<file path="src/rtl/reg_port_arb.sv">
// ============================================================================
// reg_port_arb : core/debug arbiter and sequencer for the register file ports.
// Optional build macro: REG_ARB_BYPASS_EN (same-cycle write-to-read bypass).
// Revision: 1.0
// ============================================================================
`default_nettype none

module reg_port_arb #(
  parameter int D_WIDTH    = 32,
  parameter int STARVE_LIM = 4
) (
  input  logic               clk,
  input  logic               rst,
  input  logic               core_rd_req,
  input  logic [4:0]         core_rs1,
  input  logic [4:0]         core_rs2,
  output logic               core_rd_gnt,
  output logic               core_rd_vld,
  output logic [D_WIDTH-1:0] core_rs1_dat,
  output logic [D_WIDTH-1:0] core_rs2_dat,
  input  logic               core_wr_req,
  input  logic [4:0]         core_wr_rd,
  input  logic [D_WIDTH-1:0] core_wr_dat,
  output logic               core_wr_gnt,
  input  logic               dbg_rd_req,
  input  logic [4:0]         dbg_rs,
  output logic               dbg_rd_gnt,
  output logic               dbg_rd_vld,
  output logic [D_WIDTH-1:0] dbg_rd_dat,
  input  logic               dbg_wr_req,
  input  logic [4:0]         dbg_wr_rd,
  input  logic [D_WIDTH-1:0] dbg_wr_dat,
  output logic               dbg_wr_gnt,
  output logic               regLd,
  output logic [4:0]         rs1,
  output logic [4:0]         rs2,
  output logic               regStr,
  output logic [4:0]         rd,
  output logic [D_WIDTH-1:0] WBDat,
  input  logic [D_WIDTH-1:0] rs1Out,
  input  logic [D_WIDTH-1:0] rs2Out
);

  localparam logic [3:0] c_starve_lim = 4'(STARVE_LIM);

  typedef enum logic [1:0] {
    OWN_NONE = 2'd0,
    OWN_CORE = 2'd1,
    OWN_DBG  = 2'd2
  } own_t;

  own_t       r_own;
  logic [3:0] r_rd_cnt;
  logic [3:0] r_wr_cnt;

  logic               w_wr_dbg_win;
  logic               w_rd_dbg_win;
  logic               w_rd_any;
  logic [4:0]         w_src1;
  logic [4:0]         w_src2;
  logic               w_hit1;
  logic               w_hit2;
  logic               w_stall;
  logic               w_rd_go;
  logic [D_WIDTH-1:0] w_d1;
  logic [D_WIDTH-1:0] w_d2;

  // Write channel
  assign w_wr_dbg_win = dbg_wr_req && (!core_wr_req || (r_wr_cnt == c_starve_lim));
  assign dbg_wr_gnt   = w_wr_dbg_win;
  assign core_wr_gnt  = core_wr_req && !w_wr_dbg_win;
  assign regStr       = core_wr_gnt || dbg_wr_gnt;
  assign rd           = dbg_wr_gnt ? dbg_wr_rd  : (core_wr_gnt ? core_wr_rd  : 5'd0);
  assign WBDat        = dbg_wr_gnt ? dbg_wr_dat : (core_wr_gnt ? core_wr_dat : '0);

  // Read channel: pick the owner first, then check its sources against the write
  assign w_rd_dbg_win = dbg_rd_req && (!core_rd_req || (r_rd_cnt == c_starve_lim));
  assign w_rd_any     = core_rd_req || dbg_rd_req;
  assign w_src1       = w_rd_dbg_win ? dbg_rs : core_rs1;
  assign w_src2       = w_rd_dbg_win ? 5'd0   : core_rs2;
  assign w_hit1       = regStr && (rd != 5'd0) && (w_src1 == rd);
  assign w_hit2       = regStr && (rd != 5'd0) && (w_src2 == rd);

`ifdef REG_ARB_BYPASS_EN
  assign w_stall = 1'b0;
`else
  assign w_stall = w_hit1 || w_hit2;
`endif

  assign w_rd_go     = w_rd_any && !w_stall;
  assign dbg_rd_gnt  = w_rd_go && w_rd_dbg_win;
  assign core_rd_gnt = w_rd_go && !w_rd_dbg_win;
  assign regLd       = w_rd_go;
  assign rs1         = w_rd_go ? w_src1 : 5'd0;
  assign rs2         = w_rd_go ? w_src2 : 5'd0;

  always_ff @(posedge clk or posedge rst) begin
    if (rst) begin
      r_own    <= OWN_NONE;
      r_rd_cnt <= 4'd0;
      r_wr_cnt <= 4'd0;
    end else begin
      r_own <= dbg_rd_gnt ? OWN_DBG : (core_rd_gnt ? OWN_CORE : OWN_NONE);
      // A hazard stall is not a lost arbitration, so the counter holds
      if (!dbg_rd_req || dbg_rd_gnt)
        r_rd_cnt <= 4'd0;
      else if (!w_stall && (r_rd_cnt != c_starve_lim))
        r_rd_cnt <= r_rd_cnt + 4'd1;
      if (!dbg_wr_req || dbg_wr_gnt)
        r_wr_cnt <= 4'd0;
      else if (r_wr_cnt != c_starve_lim)
        r_wr_cnt <= r_wr_cnt + 4'd1;
    end
  end

`ifdef REG_ARB_BYPASS_EN
  logic               r_byp1;
  logic               r_byp2;
  logic [D_WIDTH-1:0] r_byp_dat;

  always_ff @(posedge clk or posedge rst) begin
    if (rst) begin
      r_byp1    <= 1'b0;
      r_byp2    <= 1'b0;
      r_byp_dat <= '0;
    end else begin
      r_byp1    <= w_rd_go && w_hit1;
      r_byp2    <= w_rd_go && w_hit2;
      r_byp_dat <= WBDat;
    end
  end

  assign w_d1 = r_byp1 ? r_byp_dat : rs1Out;
  assign w_d2 = r_byp2 ? r_byp_dat : rs2Out;
`else
  assign w_d1 = rs1Out;
  assign w_d2 = rs2Out;
`endif

  assign core_rd_vld  = (r_own == OWN_CORE);
  assign dbg_rd_vld   = (r_own == OWN_DBG);
  assign core_rs1_dat = core_rd_vld ? w_d1 : '0;
  assign core_rs2_dat = core_rd_vld ? w_d2 : '0;
  assign dbg_rd_dat   = dbg_rd_vld  ? w_d1 : '0;

endmodule

`default_nettype wire

</file>
<file path="config.mk">
export PLATFORM = sky130hd
export DESIGN_NAME = reg_port_arb
export DESIGN_NICKNAME = d
export VERILOG_FILES = /design/src/rtl/reg_port_arb.sv
export SDC_FILE = /design/constraint.sdc
export NUM_CORES = 1
export LEC_CHECK = 0
export CAP_MARGIN = 10
export CORE_AREA = 2 2 121 123
export DETAILED_ROUTE_END_ITERATION = 16
export DIE_AREA = 0 0 123 125
export SYNTH_ARGS = -nofsm -noshare
export SYNTH_HDL_FRONTEND = slang
export SYNTH_SLANG_ARGS = --single-unit
</file>
<file path="constraint.sdc">
create_clock -name clk -period 2.8 [get_ports clk]
set_input_delay 0.42 -clock clk [delete_from_list [all_inputs] [get_ports clk]]
set_output_delay 0.42 -clock clk [all_outputs]
set_load 0.1 [all_outputs]
</file>
After elaboration in Yosys (flattened, before gate mapping)

Cells that the tools add are included.

Word-level logic and storage cells: 57
Output and inout port bits: 151
Register bits after elaboration: 10

Reductions and logical operators: 27
Equality and inequality tests: 8
Muxes and demuxes: 17
Add/subtract/negate cells: 2

Operators by type and width:

| cell                                                             | count |
|---|---|
| 32-bit two-way mux                                               | 5 |
| 5-bit two-way mux                                                | 6 |
| 4-bit two-way mux                                                | 4 |
| 5-bit == test                                                    | 2 |
| 1-bit logical AND                                                | 10 |
| 4-bit by 1-bit adder with 4-bit output (second input constant)   | 2 |
| 4-bit by 3-bit == test with 1-bit output (second input constant) | 2 |
| 4-bit by 3-bit != test with 1-bit output (second input constant) | 2 |
| 1-bit logical NOT                                                | 7 |
| 1-bit logical OR                                                 | 7 |
| 5-bit nonzero test                                               | 1 |
| 2-bit nonzero test                                               | 2 |
| 2-bit by 1-bit == test with 1-bit output (second input constant) | 1 |
| 2-bit == test (second input constant)                            | 1 |
| 2-bit two-way mux                                                | 1 |
| 1-bit two-way mux                                                | 1 |

Logic depth before layout (Yosys ltp)

Depth in word-level cells: 16
Depth in mapped cells: 11
Mapped depth without buffers: 9

Worst setup path before layout

No wires, ideal clock.

Kind: register to output
Start point: register r_wr_cnt[0]
End point: output rs1[3]
Setup slack: -2.335 ns
Stages on the path, launching flop included: 11
Data required time: 2.380 ns
Path buffers: 1
Arrival time: 4.715 ns
Path through: dfrtp_1 -> inv_1 -> ha_1 -> nand4b_4 -> and2_1 -> a22o_1 -> xor2_1 -> nand4_1 -> o221ai_4 -> buf_6 -> a21oi_1

Longest elaborated chain between the ends: 14
Elaborated cells between the ends (all ways): 18
Classes of those cells: eq/ne: 3; mux: 3; reduce/logical: 12

RTL lines:

| what                                        | RTL line | RTL |
|---|---|---|
| start: declaration                          | 54       | `logic [3:0] r_wr_cnt;` |
| start signal: assignment                    | 112      | `r_wr_cnt <= r_wr_cnt + 4'd1;` |
| 4-bit by 3-bit == test with 1-bit output *  | 69       | `assign w_wr_dbg_win = dbg_wr_req && (!core_wr_req \|\| (r_wr_cnt == c_starve_lim));` |
| 1-bit logical OR *                          | 69       |  |
| 1-bit logical AND *                         | 69       |  |
| 1-bit logical NOT *                         | 71       | `assign core_wr_gnt = core_wr_req && !w_wr_dbg_win;` |
| 1-bit logical AND *                         | 71       |  |
| net core_wr_gnt                             | 24       | `output logic core_wr_gnt,` |
| 5-bit two-way mux * (2 in a row)            | 73       | `assign rd = dbg_wr_gnt ? dbg_wr_rd : (core_wr_gnt ? core_wr_rd : 5'd0);` |
| net rd[1]                                   | 38       | `output logic [4:0] rd,` |
| 5-bit nonzero test                          | 81, 82   |  |
| 1-bit logical AND                           | 81, 82   |  |
| 1-bit logical AND, on equally long branches | 81, 82   |  |
| 1-bit logical OR *                          | 87       | `assign w_stall = w_hit1 \|\| w_hit2;` |
| 1-bit logical NOT *                         | 90       | `assign w_rd_go = w_rd_any && !w_stall;` |
| 1-bit logical AND *                         | 90       |  |
| 5-bit two-way mux *                         | 94       | `assign rs1 = w_rd_go ? w_src1 : 5'd0;` |
| end: declaration                            | 35       | `output logic [4:0] rs1,` |

The timed path passes the listed nets; every way through them passes the cells marked *.

Worst setup path in the final report

Start point: input dbg_wr_rd[2]
End point: output rs1[0]

Longest elaborated chain between the ends: 8
Elaborated cells between the ends (all ways): 11
Classes of those cells: eq/ne: 2; mux: 2; reduce/logical: 7

RTL lines:

| what                                        | RTL line | RTL |
|---|---|---|
| start: declaration                          | 31       | `input logic [4:0] dbg_wr_rd,` |
| 5-bit two-way mux *                         | 73       |  |
| 5-bit nonzero test                          | 81, 82   |  |
| 1-bit logical AND                           | 81, 82   |  |
| 1-bit logical AND, on equally long branches | 81, 82   |  |
| 1-bit logical OR *                          | 87       |  |
| 1-bit logical NOT *                         | 90       |  |
| 1-bit logical AND *                         | 90       |  |
| 5-bit two-way mux *                         | 94       |  |

Every way passes the cells marked *; elsewhere a longest branch is shown, timed or not.

==> summary.md <==
The tightest hold path in the finished design has a slack of 0.467 ns. Synthesis produced a netlist with a net count of 526. Number of global-route vias before repair: 3,818.

From left edge to right edge, the die measures 123 um. The total buffers and inverters traversed by the critical path works out to 3. In this run, the clock network consumes 9.6% of the power.

By area the synthesized netlist is led by sky130_fd_sc_hd__and2_1, sky130_fd_sc_hd__nand2_1, sky130_fd_sc_hd__dfrtp_1. The detailed router finished its first iteration with 145 violations. The post-route worst setup slack came out at -0.352 ns. Critical path startpoint category: a primary input.

The run gives 14,200 sq um as the standard cell core area. The tools report the internal power as 1280 uW. From synthesis to final layout, the design area changed by 238%. The checks that failed: negative setup slack. Tracing the worst setup path back leads to its startpoint at dbg_wr_rd[2].

In this design, the critical path's most frequently occurring cell is sky130_fd_sc_hd__buf_12. The run gives 1 as the number of antenna violations at the first check in global routing. Across every metal layer, demand over resource in global routing totals 17.4%. Setup slack on the worst reg-to-reg path comes out at 0.08 ns. The static power due to leakage is 0.00333 uW. Reg-to-reg startpoint: r_rd_cnt[0].

The wire length of the first global-routing pass came out at 21,400 um. The non-filler instance count after layout came out at 905. The worst hold path belongs to the class in2async. The analysis attributes to net switching a power of 1640 uW. The routed design uses 881 um of met3 wire.

Data on the critical path arrives at its endpoint at 2.73 ns. Setup repair after global routing could not meet its margin everywhere. The number of levels the H-tree was split into is 1, and the global placement routability congestion is 0.923. Number of distinct library cell variants in the gate-level netlist after synthesis: 42. The number of hold-slack violations in the final timing report was 0. After synthesis the cells add up to 2240 sq um. Measured against its own limit, the worst slew margin works out to 65.7%. The final setup violation count was 13. The tools report the post-detailed-placement half-perimeter wirelength as 12,300 um. For this block, the routed nets add up to 14,400 um of wire. Buffers inserted to repair hold after CTS numbered 0.

The tools report the number of buffers created by CTS as 3. The die covers 15,400 sq um. The routed wirelength normalized by instance count was 15.9 um; the share of flip-flops with an asynchronous set or reset after synthesis was 100%. The run gives 2 as the worst-case clock buffer depth. The initial utilization of the core area, before any placement, comes to 15.8%.

During I/O placement, the number of pins put on the boundary was 310. The biggest area contributor in the post-synthesis netlist is sky130_fd_sc_hd__and2_1. For this block, wires on met1 add up to 5530 um. IR analysis of the VDD net gives a maximum drop of 0.361 mV. Net switching is 56.1% of the power. The remaining design rule violation count is 0, and the port buffer count is 309. In the final design database the tool counted 884 nets. After detailed placement, the design holds a cell count of 889. The critical path goes through clkdlybuf4s50_1 > or3_1 > a22o_1 > or3_4 > nand4_1 > o221ai_4 > buf_12 > a21oi_4 > buf_12. In this run the top signal layer used is met4.

The via density per instance came out at 4.32. For the sequential group share of total power, the log shows 5.3%. The area fraction of the dominant cell type after synthesis is 27.1%.

The class of the most critical setup path was in2out. For the worst-skew pair, the clock arrives at the later sink with an insertion delay of 0.24 ns. The run gives 0 as the number of routed nets with antenna violations. At the placement stage, the worst setup path has a slack of -0.593 ns. The run finished, with violations left. The tool flagged a number of max-cap violations equal to 0. The fraction of power consumed by combinational cells is 85.1%, and the biggest fanout along the worst timing path is 7. For the amount of wire on met2 after detailed routing, the log shows 7890 um.

After clock tree synthesis, the clock-pin slew on the worst setup and hold paths is 0.04 ns. The first detailed-routing pass took 4 iterations. The register bit total from synthesis works out to 10. The critical path capture point type is an output port.

The die outline height came out at 125 um. Counting every sink on the clock net gives 10. In this run the power density over the cells is 387 nW/um^2. At the worst endpoint, the required time is 2.38 ns. A synthesized cell averages 6.16 sq um. The slowest cell on the critical path was sky130_fd_sc_hd__clkdlybuf4s50_1. For the gate count after technology mapping, the log shows 363. For the pin with the worst max-slew slack, the measured transition is 0.514 ns.

The tools report the max-slew violation total from the final report as 0. Derived from the worst setup path, the maximum achievable clock frequency is 317 MHz. For this run, the register share of the synthesized area comes to 11.2%. During synthesis, Yosys emitted a total of 0 warnings.

Summed over all layers, the global routing overflow is 0. The tools report the library cell used as clock root buffer as sky130_fd_sc_hd__clkbuf_16. The routed layout has 3,914 vias. Cells with a size suffix above 1 make up 37.1% of the layout.

TritonCTS built the clock tree. After layout, the minimum clock period comes to 3.15 ns. The most used flip-flop cell after synthesis was sky130_fd_sc_hd__dfrtp_1. Row generation in the floorplan step produced 44 rows. Final cycle utilization of the critical path: 113%. The number of enable-type register cells in the synthesized netlist was 0; the largest net degree at the start of global routing was 66. The largest single stage delay on the critical path is 0.42 ns.

Family with the most delay on the worst path: simple AND/OR/NAND/NOR gates. The clock arrives with 0.00482 ns of skew.
layout make-up:
class,count,area [sq um]
Tap cell,184,230
Sequential cell,10,250
Timing Repair Buffer,378,4900
Clock buffer,4,88.8
Multi-Input combinational cell,321,2060
Inverter,7,30.0
Fill cell,1289,6640
Antenna cell,1,2.50
metrics by stage:
| stage | power, uW | util, % | TNS [ns] | cell area [sq um] |
|---|---|---|---|---|
| 2_1_floorplan | 1610 | - | -6.70 | 2400 |
| 3_5_place_dp | 2630 | 51.6 | -8.16 | 7330 |
| 4_1_cts | 2930 | 52.7 | -4.54 | 7490 |
| 6_report | 2930 | 53.2 | -4.16 | 7560 |
| 5_1_grt | 3020 | 53.2 | -4.93 | 7560 |
| 3_3_place_gp | 2610 | 51.6 | -6.93 | 7330 |
worst paths after layout:
kind | end | depth (start not counted)
min in group clk | r_wr_cnt[0] | 2
max | rs1[0] | 9
min reg2reg | r_wr_cnt[0] | 2
min | r_own[1] | 2
max in group asynchronous | r_wr_cnt[0] | 2
max reg2reg | r_rd_cnt[3] | 12
cells in the final DEF (no fill, tap or decap), types with 4 or more instances in the layout:
cell type and instances:
sky130_fd_sc_hd__clkdlybuf4s50_1 152, sky130_fd_sc_hd__buf_12 133, sky130_fd_sc_hd__and2_1 96, sky130_fd_sc_hd__buf_4 87, sky130_fd_sc_hd__nand2_1 78, sky130_fd_sc_hd__nand3_1 42, sky130_fd_sc_hd__o211ai_1 11, sky130_fd_sc_hd__dfrtp_1 10
sky130_fd_sc_hd__nor2_4 9, sky130_fd_sc_hd__nand4_1 8, sky130_fd_sc_hd__nor2_1 7, sky130_fd_sc_hd__o21ai_1 6, sky130_fd_sc_hd__nor2b_1 4, sky130_fd_sc_hd__inv_2 4, sky130_fd_sc_hd__a21oi_4 4
repair_timing:
action / 4_1_cts / 5_1_grt
buffers inserted: 7 / 4
setup endpoints to repair: 13 / 13
gates cloned: 0 / 0
pin swaps: 9 / 12
resized for setup: 13 / 16
power by group through the flow:
stage / clock (uW) / sequential, uW / combinational [uW]
floorplan: 0 / 157 / 1460
global placement: 0 / 156 / 2460
detailed placement: 0 / 156 / 2470
CTS: 288 / 154 / 2490
global route: 299 / 155 / 2560
finish: 281 / 155 / 2490
flip-flops by register name (all words and copies together), names as in the netlist:
signal	cells
r_wr_cnt	4
r_own	2
r_rd_cnt	4
layer usage:
layer / vias up / global-route usage (%)
met5: - / 0
met4: 0 / 1.54
met3: 10 / 2.83
met2: 142 / 34.0
met1: 1821 / 20.3
li1: 1941 / -
cell usage after synthesis, drive strengths merged (2+ instances only):
master  number
and2        97
nand2       79
nand3       43
clkbuf      19
nor2        16
o211ai      11
dfrtp       10
o21ai        9
nand4        8
inv          7
buf          6
a21oi        5
nor2b        5
a22o         4
and4b        4
ha           4
or3          4
a21boi       3
a31o         3
nor3         3
a22oi        2
mux2i        2
nand2b       2
nand4b       2
o211a        2
or2          2
xor2         2
cell families after synthesis:
kind of cell    synth area share (%)
compound gates                  14.5
buf+inv                         5.82
xor+xnor                        1.17
flops                           11.2
simple gates                    64.2
fa+ha+maj                       2.24
mux                            0.895
Note: power is estimated with default switching activity, not from simulation.
